==> config.mk <==
export PLATFORM = sky130hd
export DESIGN_NAME = tdm_demux4
export DESIGN_NICKNAME = d
export VERILOG_FILES = /design/src/rtl/tdm_demux_pkg.sv /design/src/rtl/tdm_slot_counter.sv /design/src/rtl/tdm_demux4.sv
export SDC_FILE = /design/constraint.sdc
export NUM_CORES = 1
export LEC_CHECK = 0
export ABC_AREA = 0
export ABC_CLOCK_PERIOD_IN_PS = 3400
export BUFFER_PORTS_ARGS = -buffer_cell sky130_fd_sc_hd__clkbuf_2
export CAP_MARGIN = 15
export CORE_MARGIN = 4
export CORE_UTILIZATION = 54
export CTS_CLUSTER_DIAMETER = 120
export CTS_CLUSTER_SIZE = 24
export DETAILED_ROUTE_END_ITERATION = 8
export GPL_TIMING_DRIVEN = 1
export PLACE_DENSITY = 0.81
export SKIP_LAST_GASP = 1
export SYNTH_ARGS = -nofsm -noshare
export SYNTH_HDL_FRONTEND = slang
export SYNTH_SLANG_ARGS = --single-unit
==> constraint.sdc <==
create_clock -name clk -period 3.4 [get_ports clk]
set_input_delay 0.17 -clock clk [delete_from_list [all_inputs] [get_ports clk]]
set_output_delay 0.17 -clock clk [all_outputs]
set_load 0.1 [all_outputs]
==> src/rtl/tdm_demux_pkg.sv <==
// Shared types and defaults for the TDM receive demultiplexer.
// Compile-time option TDM_STRICT_SYNC_EN is consumed by tdm_demux4.
package tdm_demux_pkg;

  typedef enum logic {HUNT, LOCK} tdm_state_t;

  localparam int DEFAULT_N_CH = 4;

endpackage

==> src/rtl/tdm_slot_counter.sv <==
// Modulo-N_CH slot counter for the TDM demux. It can be cleared to 0, loaded
// to 1 (right after a sync bit lands in slot 0), or advanced.
module tdm_slot_counter
  import tdm_demux_pkg::*;
#(
  parameter int N_CH = DEFAULT_N_CH,
  localparam int SEL_W = $clog2(N_CH)
) (
  input  logic             clk,
  input  logic             rst_n,
  input  logic             en,
  input  logic             load1,
  input  logic             clr,
  output logic [SEL_W-1:0] slot,
  output logic             wrap
);

  localparam logic [SEL_W-1:0] LAST = SEL_W'(N_CH - 1);

  assign wrap = (slot == LAST);

  // Clear wins over load, and load wins over a plain advance.
  always_ff @(posedge clk or negedge rst_n) begin
    if (!rst_n) begin
      slot <= '0;
    end else if (clr) begin
      slot <= '0;
    end else if (load1) begin
      slot <= SEL_W'(1);
    end else if (en) begin
      slot <= wrap ? '0 : slot + 1'b1;
    end
  end

endmodule

==> src/rtl/tdm_demux4.sv <==
// TDM serial-to-channel demultiplexer with frame assembly and sync checking.
// Define TDM_STRICT_SYNC_EN to drop lock when sync is missing at slot 0.
module tdm_demux4
  import tdm_demux_pkg::*;
#(
  parameter int N_CH = DEFAULT_N_CH,
  localparam int SEL_W = $clog2(N_CH)
) (
  input  logic             clk,
  input  logic             rst_n,
  input  logic             din,
  input  logic             din_valid,
  input  logic             frame_sync,
  output logic [N_CH-1:0]  ch_out,
  output logic [N_CH-1:0]  ch_valid,
  output logic [SEL_W-1:0] slot,
  output logic [N_CH-1:0]  frame_q,
  output logic             frame_valid,
  output logic             locked,
  output logic             sync_err
);

  tdm_state_t      state;
  logic [N_CH-1:0] shadow;
  logic [N_CH-1:0] shadow_nxt;
  logic [N_CH-1:0] slot_hot;
  logic [N_CH-1:0] first_hot;
  logic [N_CH-1:0] first_bit;
  logic            wrap;
  logic            hunt_start;
  logic            early_sync;
  logic            strict_drop;
  logic            normal;

  assign hunt_start = (state == HUNT) && din_valid && frame_sync;
  assign early_sync = (state == LOCK) && din_valid && frame_sync && (slot != '0);

`ifdef TDM_STRICT_SYNC_EN
  assign strict_drop = (state == LOCK) && din_valid && !frame_sync && (slot == '0);
`else
  assign strict_drop = 1'b0;
`endif

  assign normal    = (state == LOCK) && din_valid && !early_sync && !strict_drop;
  assign first_hot = {{(N_CH-1){1'b0}}, 1'b1};
  assign first_bit = {{(N_CH-1){1'b0}}, din};
  assign slot_hot  = first_hot << slot;

  always_comb begin
    shadow_nxt       = shadow;
    shadow_nxt[slot] = din;
  end

  tdm_slot_counter #(.N_CH(N_CH)) u_slot_counter (
    .clk   (clk),
    .rst_n (rst_n),
    .en    (normal),
    .load1 (hunt_start || early_sync),
    .clr   (strict_drop),
    .slot  (slot),
    .wrap  (wrap)
  );

  // A sync bit (from HUNT, or early in LOCK) restarts the frame at channel 0.
  always_ff @(posedge clk or negedge rst_n) begin
    if (!rst_n) begin
      state       <= HUNT;
      ch_out      <= '0;
      ch_valid    <= '0;
      frame_q     <= '0;
      frame_valid <= 1'b0;
      locked      <= 1'b0;
      sync_err    <= 1'b0;
      shadow      <= '0;
    end else begin
      ch_valid    <= '0;
      frame_valid <= 1'b0;
      sync_err    <= 1'b0;
      if (hunt_start || early_sync) begin
        ch_out[0] <= din;
        ch_valid  <= first_hot;
        shadow    <= first_bit;
        state     <= LOCK;
        locked    <= 1'b1;
        sync_err  <= early_sync;
      end else if (strict_drop) begin
        sync_err <= 1'b1;
        state    <= HUNT;
        locked   <= 1'b0;
        shadow   <= '0;
      end else if (normal) begin
        ch_out[slot] <= din;
        ch_valid     <= slot_hot;
        shadow       <= shadow_nxt;
        if (wrap) begin
          frame_q     <= shadow_nxt;
          frame_valid <= 1'b1;
        end
      end
    end
  end

endmodule

* After elaboration in Yosys (flattened, before gate mapping)
Cells that the tools add are included.
** Storage, ports and cells
- Logic and storage cells :: 46
- Register bits after elaboration :: 21
- Output and inout port bits :: 17
** Cells by class
- Order comparisons :: 2
- Bitwise operators :: 2
- Equality and inequality tests :: 1
- Multiplexer cells :: 17
- Add/sub/neg operators :: 1
- Reduce and logical (&&, ||, !) cells :: 13
- Shift-type cells :: 1
** Operators by type and width (number)
- $mux 4 :: 4
- $bwmux 4 :: 2
- $logic_and 1x1->1 :: 7
- $mux 1 :: 7
- $mux 2 :: 3
- $reduce_bool 2->1 :: 2
- $shl 1x2->4 const A :: 1
- $lt 2x3->1 const B :: 1
- $reduce_and 3->1 :: 1
- $add 2x1->2 const B :: 1
- $demux 1 s2 :: 1
- $eq 2x2->1 const B :: 1
- $ge 2x1->1 const B :: 1
- $not 1->1 :: 2
- $reduce_and 2->1 :: 1
- $logic_not 1->1 :: 1
- $logic_or 1x1->1 :: 1

* Longest topological paths before layout
Gate-level depths: netlist (run 1).
- Depth in word-level cells :: 7
- Mapped depth :: 6

* Cells and area by module
From an unflattened synthesis (run 1), not the netlist that was laid out.
** Unflattened totals
- Cells, all modules :: 77
- Area, all modules :: 959.7 um^2
** By module, submodules not included
- tdm_demux4 :: area an instance 857.1 um^2, sequential area each 475.5 um^2, times used 1, cells an instance 68
- tdm_slot_counter :: area an instance 102.6 um^2, sequential area each 50.0 um^2, times used 1, cells an instance 9

* Least setup slack after synthesis (run 1)
Ideal clock, no wire load.
- Path type :: reg-to-reg
- Start :: register u_slot_counter.slot[0]
- End :: register ch_out[1]
- Data arrival time :: 2.054 ns
- Required time :: 3.274 ns
- Path slack :: 1.219 ns
- Clock period less this slack :: 2.181 ns
- Library setup time :: 0.126 ns
- Cell stages (with the launch flop) :: 6
- Cell sequence :: dfrtp_1 -> inv_1 -> ha_1 -> nand2b_2 -> and3_4 -> mux2_4
** Between the ends
- Cells in the longest elaborated chain, start to end :: 5
** RTL lines
- start, declared :: line tdm_slot_counter.sv:14 : output logic [SEL_W-1:0] slot,
- start signal, assigned :: line tdm_slot_counter.sv:31 : slot <= wrap ? '0 : slot + 1'b1;
- $lt 2x3->1 (implied by the code) (tied with other cells) :: line tdm_demux4.sv:92 : ch_out[slot] <= din;
- $logic_and 1x1->1 (on tied branches) :: line tdm_demux4.sv:92, tdm_demux4.sv:36
- $mux 1 (implied by the code) (tied with other cells) :: line tdm_demux4.sv:92
- $demux 1 s2 (tied with other cells) :: line tdm_demux4.sv:92
- $bwmux 4 / $reduce_and 2->1 (equally long branches)
- end signal, assigned by index :: line tdm_demux4.sv:92
- end, declared :: line tdm_demux4.sv:14 : output logic [N_CH-1:0] ch_out,
Several ways; a longest one is shown, not always the timed one.
A chain may end at the register's enable or synchronous reset.

* Final worst setup path (run 1)
- Start :: register u_slot_counter.slot[0]
- End :: register frame_q[1]
** Between the ends
- Cells in the longest elaborated chain, start to end :: 5
** RTL lines
- $lt 2x3->1 (implied by the code) (tied with other cells) :: line tdm_demux4.sv:51 : shadow_nxt[slot] = din;
- $logic_and 1x1->1 (on tied branches) :: line tdm_demux4.sv:51, tdm_demux4.sv:36
- $mux 1 (implied by the code) (tied with other cells) :: line tdm_demux4.sv:51
- $demux 1 s2 (tied with other cells) :: line tdm_demux4.sv:51
- $bwmux 4 / $reduce_and 3->1 (equally long branches)
- end signal, assigned :: line tdm_demux4.sv:96 : frame_q <= shadow_nxt;
- end, declared :: line tdm_demux4.sv:17 : output logic [N_CH-1:0] frame_q,
Several ways; a longest one is shown, not always the timed one.

==> impl_metrics.py, run 1 <==
metrics = {
    "yosys": {
        "synth-seq-cells": 19,
        "synth.distinct_cells": 23,
        "synthesis.area_um2": 861,
        "avgSynthCellArea_um2": 14.1,
        "ys_warn_count": 0,
        "synth_nets": 70,
        "ys_seq_area_frac": 0.552,
        "synth_cells": 61,
    },
    "grt": {
        "grt_pass1_wl_um": 2260,
        "grt_pass1_vias": 515,
        "antenna_found_initial": 0,
        "grtUsageMet3": 0.0338,
        "met2_usage": 0.237,
        "grtUsageMet1": 0.187,
        "grt_use_total": 0.147,
        "grt-ovfl-total": 0,
        "grt_start_max_net_pins": 20,
        "grt.busiest_layer": "met2",
    },
    "setup_path": {
        "arrival_ps": 1780,
        "reg2reg_to": "frame_q[1]$_DFFE_PN0P_",
        "path_class": "reg -> reg",
        "worst-path-max-fanout": 6,
        "required_ps": 3590,
        "cp-end-kind": "register",
        "reg2reg_depth": 6,
        "r2r-start": "u_slot_counter.slot[0]$_DFFE_PN0P_",
        "r2r_slack_ps": 1810,
        "crit_path_start_kind": "register",
    },
    "placement": {
        "portBuffers": 21,
        "hpwl_um": 1100,
        "pre_cts_ws_ps": 1810,
        "routabilityCongestion": 0.745,
    },
    "clock_network": {
        "ctsResizeCount": 0,
        "cts_sinks": 19,
        "htreeDepth": 1,
        "cts.clk_slew.worst_paths_ps": 100,
        "cts_tree": "built",
        "cts_made_buffers": 3,
        "clockBufferDepth": 2,
        "worstSkewPairLatency_ps": 290,
        "cts_root_buffer": "clkbuf_4",
    },
    "min_path": {
        "hold_end": "state$_DFFE_PN0P_",
        "min_from": "din_valid",
        "min_path_type": "in -> reg",
        "hold_depth": 2,
    },
    "floorplan": {
        "dieWidth_um": 47.9,
        "dieHeight_um": 47.9,
        "fp.dieArea_um2": 2300,
        "floorplan.rows": 14,
        "num_io_pins": 22,
        "start_util": 0.571,
        "core-area_um2": 1510,
    },
    "detailed_routing": {
        "drcViolationCount": 0,
        "viasPerCell": 5.39,
        "drt_iter0_drc": 4,
        "ant_nets": 0,
        "wl_per_cell_um": 14.0,
        "firstDrtPassIters": 2,
        "vias": 544,
        "wl_um": 1410,
    },
    "sta": {
        "fmaxAchievable_mhz": 629,
        "grt_setup_unrepaired": "no",
        "setup_viol": 0,
        "period_needed_ps": 1590,
        "setup_ws_ps": 1810,
        "finClkSkew_ps": 5.32,
        "worst_pin_slew_ps": 565,
        "fin_crit_sh": 0.468,
        "relSlewSlack": 0.625,
        "fin_setup_tns_ps": 0,
        "hold_viol": 0,
        "maxSlewViolCount": 0,
    },
    "cells_and_area": {
        "syn2layout_area_growth_pct": 17.4,
        "final_nets": 95,
        "antenna_cells": 0,
        "final_cell_mix": "clkbuf_2, dfrtp_1, mux2_2, mux2_4, ha_1",
        "final_common_cell": "clkbuf_2",
        "drive_gt1_frac": 0.529,
    },
    "run_status": {
        "status": "completed",
    },
    "flow_run": {
        "max_cap_violations": 0,
    },
}
==> timing repair <==
item | in CTS | in global routing
hold buffers | 1 | 0
hold endpoints to repair | 19 | 0
buffers inserted | 0 | 0
==> cell type report <==
class,count,area (um^2)
multi-input combinational,36,358
timing repair buffer,22,115
fill,127,495
inverter,4,15.0
clock inverter,1,5.00
sequential,19,475
clock buffer,3,22.5
tap,16,20.0
==> stage by stage <==
| stage | std cells | cell area (um^2) | hold WS [ps] | utilization |
|---|---|---|---|---|
| 2_1_floorplan | 61 | 861 | -126 | - |
| 3_3_place_gp | 96 | 973 | 130 | 0.646 |
| 3_5_place_dp | 96 | 973 | 143 | 0.646 |
| 4_1_cts | 101 | 1010 | 163 | 0.671 |
| 5_1_grt | 101 | 1010 | 159 | 0.671 |
| 6_report | 101 | 1010 | 164 | 0.671 |
==> critical path, stage by stage (launching register included) <==
cell	delay [ps]
dfrtp_1	450
inv_1	100
ha_1	240
nand2b_2	220
nand3_2	120
inv_2	70
mux2_4	300
==> Yosys cell counts, drive strengths merged <==
library cell / count / area [um^2]
o21ai: 1 / 8.76
nor2: 3 / 11.3
a22o: 2 / 17.5
nand3: 1 / 10.0
o32a: 1 / 10.0
dfrtp: 19 / 475
nand2b: 1 / 8.76
buf: 2 / 12.5
o21a: 1 / 7.51
nor2b: 1 / 6.26
o31ai: 2 / 15.0
o2bb2ai: 1 / 8.76
and3: 2 / 22.5
and2: 2 / 15.0
ha: 4 / 50.1
a21o: 1 / 8.76
inv: 4 / 15.0
nand2: 1 / 3.75
mux2: 12 / 154
==> state kept, by name (all words and copies together), names as in the netlist <==
name	flops
ch_out	4
state	1
ch_valid	4
u_slot_counter.slot	2
sync_err	1
shadow	3
frame_q	4
==> kinds of logic (layout without fill, tap and decap cells) <==
| logic type | Yosys count | count (layout) | synth area share |
|---|---|---|---|
| compound gates | 9 | 9 | 0.0887 |
| flops | 19 | 19 | 0.552 |
| simple gates | 11 | 11 | 0.0901 |
| buf+inv | 6 | 30 | 0.0320 |
| fa+ha+maj | 4 | 4 | 0.0581 |
| mux | 12 | 12 | 0.179 |
==> routing by layer <==
layer | vias to the layer above | routed length (um)
met2 | 16 | 704
met5 | - | 0
met4 | 0 | 19
met3 | 4 | 84
met1 | 259 | 605
li1 | 265 | -
==> how the worst max path moves through the flow <==
stage	startpoint	end	slack, ps	cells after the start
6_report	u_slot_counter.slot[0]$_DFFE_PN0P_	frame_q[1]$_DFFE_PN0P_	1810	6
5_1_grt	u_slot_counter.slot[1]$_DFFE_PN0P_	frame_q[1]$_DFFE_PN0P_	1700	6
4_1_cts	u_slot_counter.slot[0]$_DFFE_PN0P_	frame_q[1]$_DFFE_PN0P_	1800	6
3_5_place_dp	u_slot_counter.slot[0]$_DFFE_PN0P_	frame_q[0]$_DFFE_PN0P_	1810	6
3_3_place_gp	u_slot_counter.slot[0]$_DFFE_PN0P_	frame_q[1]$_DFFE_PN0P_	1880	6
2_1_floorplan	u_slot_counter.slot[0]$_DFFE_PN0P_	ch_out[1]$_DFFE_PN0P_	1220	5
Power of run 1 is left out: the tool's default activity adds up to more than one toggle a clock period on the data nets, which glitch-free logic cannot reach.
==> inputs of run 2 (changes only) <==
ABC_AREA = 1   (was 0)
ABC_CLOCK_PERIOD_IN_PS = 1380   (was 3400)
CORE_UTILIZATION = 45   (was 54)
PLACE_DENSITY = 0.72   (was 0.81)
clock period = 1.38 ns   (was 3.4 ns; I/O delays follow)
==> run 2 against run 1 <==
- non-clock buffer count did not move
- flip-flop and latch count is the same
- final area up 5.7%
- sequential share of layout area fell by 1.6 points
==> impl_metrics.py, run 2 <==
metrics = {
    "placement": {
        "place_area_um2": 1030,
        "routabilityCongestion": 0.764,
        "portBuffers": 21,
        "hpwl_um": 1220,
    },
    "sta": {
        "finClkSkew_ps": 4.00,
        "fin_crit_sh": 0.931,
        "setup_viol": 0,
        "fin_setup_tns_ps": 0,
        "worst_pin_slew_ps": 545,
        "fmaxAchievable_mhz": 778,
        "relSlewSlack": 0.638,
        "grt_setup_unrepaired": "no",
        "period_needed_ps": 1280,
        "hold_viol": 0,
        "maxSlewViolCount": 0,
    },
    "detailed_routing": {
        "vias": 694,
        "drcViolationCount": 0,
        "viasPerCell": 4.69,
        "wl_per_cell_um": 10.8,
        "firstDrtPassIters": 4,
        "wl_um": 1600,
        "ant_nets": 0,
        "drt_iter0_drc": 11,
    },
    "floorplan": {
        "num_io_pins": 22,
        "start_util": 0.492,
        "fp.dieArea_um2": 2740,
        "floorplan.rows": 15,
        "core-area_um2": 1800,
        "dieWidth_um": 52.4,
        "dieHeight_um": 52.4,
    },
    "cells_and_area": {
        "drive_gt1_frac": 0.333,
        "reg_top3": "ch_out x4, ch_valid x4, frame_q x4",
        "final_cell_mix": "nand2_1, clkbuf_2, dfrtp_1, nand3_1, inv_1",
        "syn2layout_area_growth_pct": 20.6,
        "postLayoutCellArea_um2": 1070,
        "fillers": 168,
        "antenna_cells": 0,
        "final_nets": 133,
        "final_common_cell": "nand2_1",
    },
    "yosys": {
        "synth.distinct_cells": 17,
        "ys_warn_count": 0,
        "synthesis.area_um2": 886,
        "synth_edf_count": 0,
        "yosysTopAreaCell": "dfrtp_1",
        "synthTopCellsByCount": "nand2_1, dfrtp_1, nand3_1",
        "ys_async_sr_fraction": 1.00,
        "synth-seq-cells": 19,
        "avgSynthCellArea_um2": 8.86,
        "ys.flop_type": "dfrtp_1",
        "ys_seq_area_frac": 0.537,
        "yosys.area.top_type_share": 0.537,
        "synth_cells": 100,
        "synth_nets": 109,
        "synthMostInstantiatedCell": "nand2_1",
        "synth_area_leaders": "dfrtp_1, nand2_1, nand3_1, ha_1, inv_1",
    },
    "clock_network": {
        "clockBufferDepth": 2,
        "cts_tree": "built",
        "cts.clk_slew.worst_paths_ps": 110,
        "cts_sinks": 19,
        "cts_made_buffers": 3,
        "cts_root_buffer": "clkbuf_4",
        "worstSkewPairLatency_ps": 290,
        "cts_hold_buf": 1,
        "htreeDepth": 1,
        "ctsResizeCount": 0,
        "post_cts_buffers": 0,
    },
    "setup_path": {
        "reg2reg_to": "frame_q[2]$_DFFE_PN0P_",
        "crit_path_start_kind": "register",
        "r2r_slack_ps": 110,
        "worst-path-max-fanout": 5,
        "path_class": "reg -> out",
        "path_buf_inv": 1,
        "cp-end-kind": "output pin",
        "cp_top_family": "flip-flops",
        "reg2reg_depth": 7,
        "arrival_ps": 1220,
        "required_ps": 1310,
        "r2r-start": "u_slot_counter.slot[0]$_DFFE_PN0P_",
        "crit_chain": "clkbuf_2",
        "critPathSlowestCell": "dfrtp_4",
        "cpPeakStageDelay_ps": 460,
    },
    "grt": {
        "grt_use_total": 0.140,
        "antenna_found_initial": 0,
        "grt_start_max_net_pins": 20,
        "grt_pass1_wl_um": 2760,
        "grt_pass1_vias": 630,
        "grt-ovfl-total": 0,
    },
    "min_path": {
        "min_path_type": "in -> reg",
        "hold_depth": 3,
        "hold_end": "ch_valid[0]$_DFF_PN0_",
        "min_from": "din_valid",
    },
    "flow_run": {
        "max_cap_violations": 0,
    },
    "run_status": {
        "status": "completed",
    },
}
-- run 2: cell types whose count changed after synthesis, moves of 3 or more --
cell	delta
inv_1	+6
nand3_1	+11
mux2_2	-7
nand2_1	+38
nand4_1	+3
mux2_4	-5
-- run 2: layout make-up --
class / instances / area, um^2 / share of cell area
Multi-Input combinational cell: 66 / 364 / 0.341
Timing Repair Buffer: 22 / 115 / 0.108
Sequential cell: 19 / 485 / 0.454
Tap cell: 25 / 31.3 / 0.0293
Clock buffer: 4 / 26.3 / 0.0246
Inverter: 12 / 46.3 / 0.0433
-- run 2: worst max-delay path by stage --
stage	cells after the start	endpoint	slack (ps)	from
6_report	1	slot[0]	100	u_slot_counter.slot[0]$_DFFE_PN0P_
2_1_floorplan	7	frame_q[0]$_DFFE_PN0P_	10	u_slot_counter.slot[0]$_DFFE_PN0P_
3_3_place_gp	7	frame_q[0]$_DFFE_PN0P_	160	u_slot_counter.slot[0]$_DFFE_PN0P_
3_5_place_dp	7	frame_q[3]$_DFFE_PN0P_	120	u_slot_counter.slot[0]$_DFFE_PN0P_
5_1_grt	7	frame_q[2]$_DFFE_PN0P_	10	u_slot_counter.slot[0]$_DFFE_PN0P_
4_1_cts	1	slot[0]	90	u_slot_counter.slot[0]$_DFFE_PN0P_
-- run 2: routing by layer --
metal  part of all wire  vias to the layer above  global-route usage
li1                   -                      355                   -
met1               0.45                      323               0.179
met2               0.50                       14               0.223
met3              0.044                        2              0.0342
met4             0.0088                        0              0.0638
met5                  0                        -                   0
-- run 2: cells by family after synthesis --
family	after synthesis	synth area share
simple gates	60	0.311
fa+ha+maj	4	0.0565
flops	19	0.537
buf+inv	15	0.0720
compound gates	2	0.0240
-- run 2: tightest hold or removal path, cell delays in order --
cell and delay (ps):
clkbuf_2 120, nand2_1 100, inv_2 40
-- run 2: metrics by stage --
step / hold slack (ps) / utilization / setup WS (ps) / cells
2_1_floorplan: -227 / - / 13.7 / 100
3_3_place_gp: 39.9 / 0.573 / 164 / 143
3_5_place_dp: 43.4 / 0.573 / 124 / 143
4_1_cts: 56.5 / 0.593 / 87.4 / 148
5_1_grt: 64.2 / 0.593 / 12.4 / 148
6_report: 60.3 / 0.593 / 95.1 / 148
Power of run 2 is left out for the same reason.
==> inputs of run 3 (changes only) <==
ABC_AREA = unset   (was 1)
==> run 3 against run 2 <==
- the flow now finishes with violations (setup timing)
- register-to-register slack worse by 220 ps
- clock-buffer cell count unchanged
- core utilization up 5.7 points
- maximum frequency is 14% lower
- via count down 18%
- first-iteration DRC count shrank 64%
- cell count is 22% lower
- clock skew down 2.9 ps
==> impl_metrics.py, run 3 (same netlist as run 1, synthesis figures left out) <==
metrics = {
    "run_status": {
        "status": "complete, but fails checks",
        "violations": "setup timing",
    },
    "placement": {
        "place_area_um2": 1060,
        "portBuffers": 21,
        "hpwl_um": 1180,
        "routabilityCongestion": 0.758,
    },
    "grt": {
        "antenna_found_initial": 0,
        "grt_use_total": 0.148,
        "met2_usage": 0.239,
        "grt_pass1_wl_um": 2880,
        "grt_pass1_vias": 621,
        "grtUsageMet3": 0.0201,
        "grt.busiest_layer": "met2",
        "grtUsageMet1": 0.186,
        "grt_start_max_net_pins": 20,
        "grt-ovfl-total": 0,
    },
    "flow_run": {
        "max_cap_violations": 0,
    },
    "setup_path": {
        "worst-path-max-fanout": 4,
        "critPathSlowestCell": "dfrtp_4",
        "crit_path_start_kind": "register",
        "crit_end": "ch_out[1]$_DFFE_PN0P_",
        "required_ps": 1580,
        "reg2reg_to": "ch_out[1]$_DFFE_PN0P_",
        "path_class": "reg -> reg",
        "crit_chain": "inv_4 -> ha_4 -> nand2b_4 -> and3_4 -> mux2_4",
        "arrival_ps": 1690,
        "reg2reg_depth": 5,
        "cp-end-kind": "register",
        "critPathLaunch": "u_slot_counter.slot[0]$_DFFE_PN0P_",
        "r2r-start": "u_slot_counter.slot[0]$_DFFE_PN0P_",
        "cpPeakStageDelay_ps": 520,
        "r2r_slack_ps": -110,
    },
    "floorplan": {
        "core-area_um2": 1760,
        "dieWidth_um": 51.7,
        "start_util": 0.488,
        "num_io_pins": 22,
        "dieHeight_um": 51.7,
        "fp.dieArea_um2": 2680,
        "floorplan.rows": 15,
    },
    "cells_and_area": {
        "final_common_cell": "clkbuf_2",
        "final_cell_mix": "clkbuf_2, dfrtp_1, mux2_4, buf_4",
        "postLayoutCellArea_um2": 1150,
        "drive_gt1_frac": 0.659,
        "reg_top3": "ch_out x4, ch_valid x4, frame_q x4",
        "syn2layout_area_growth_pct": 33.1,
        "antenna_cells": 0,
        "final_nets": 101,
        "final_util": 0.650,
    },
    "sta": {
        "hold_viol": 0,
        "setup_viol": 10,
        "relSlewSlack": 0.637,
        "maxSlewViolCount": 0,
        "period_needed_ps": 1490,
        "worst_pin_slew_ps": 547,
        "finClkSkew_ps": 1.15,
        "whs_ps": 58.3,
        "grt_setup_unrepaired": "yes",
        "setup_ws_ps": -113,
        "fmaxAchievable_mhz": 670,
        "fin_crit_sh": 1.08,
    },
    "detailed_routing": {
        "ant_nets": 0,
        "drcViolationCount": 0,
        "drt_iter0_drc": 4,
        "viasPerCell": 4.91,
        "wl_per_cell_um": 13.6,
        "wl_um": 1580,
        "vias": 570,
        "firstDrtPassIters": 3,
    },
    "clock_network": {
        "cts_root_buffer": "clkbuf_4",
        "cts_made_buffers": 3,
        "worstSkewPairLatency_ps": 300,
        "cts.clk_slew.worst_paths_ps": 100,
        "cts_sinks": 19,
        "htreeDepth": 1,
        "clockBufferDepth": 2,
        "cts_tree": "built",
    },
    "min_path": {
        "min_path_type": "in -> reg",
    },
}
run 3: cell type report:
| cell class | count | area [um^2] |
|---|---|---|
| clock buffer | 4 | 26.3 |
| fill | 152 | 618 |
| inverter | 4 | 22.5 |
| multi-input combinational | 36 | 415 |
| sequential | 19 | 485 |
| tap | 25 | 31.3 |
| timing repair buffer | 28 | 165 |
run 3: worst max-delay path, delay by kind of cell, from the launching register on:
kind,cells,cell delay [ps]
flops,1,520
mux,1,290
buf+inv,1,90
fa+ha+maj,1,140
simple gates,2,350
run 3: routing by layer:
layer / wire length [um] / vias to the layer above
met4: 48 / 0
li1: - / 271
met5: 0 / -
met3: 56 / 5
met2: 715 / 17
met1: 758 / 277
run 3: how the worst min path moves through the flow:
stage	start	endpoint	cells past startpoint
2_1_floorplan	rst_n	ch_out[0]$_DFFE_PN0P_	0
3_3_place_gp	rst_n	ch_out[2]$_DFFE_PN0P_	1
3_5_place_dp	rst_n	ch_out[2]$_DFFE_PN0P_	1
4_1_cts	din_valid	state$_DFFE_PN0P_	2
5_1_grt	din_valid	state$_DFFE_PN0P_	2
6_report	din_valid	state$_DFFE_PN0P_	2
run 3: stage by stage:
stage          setup TNS, ps  std cells  setup WS [ps]
2_1_floorplan          -2130         61           -231
3_3_place_gp            -526        108           -103
3_5_place_dp            -674        108           -118
4_1_cts                 -756        116           -112
5_1_grt                -1320        116           -172
6_report                -759        116           -113
run 3: what timing repair did:
item | in CTS | in global routing
setup buffers | 3 | 0
gates resized for setup | 5 | 0
pin swaps | 3 | 1
hold endpoints to repair | 19 | 0
endpoints found under the setup margin | 9 | 10
hold buffers | 1 | 0
Power of run 3 is left out for the same reason.
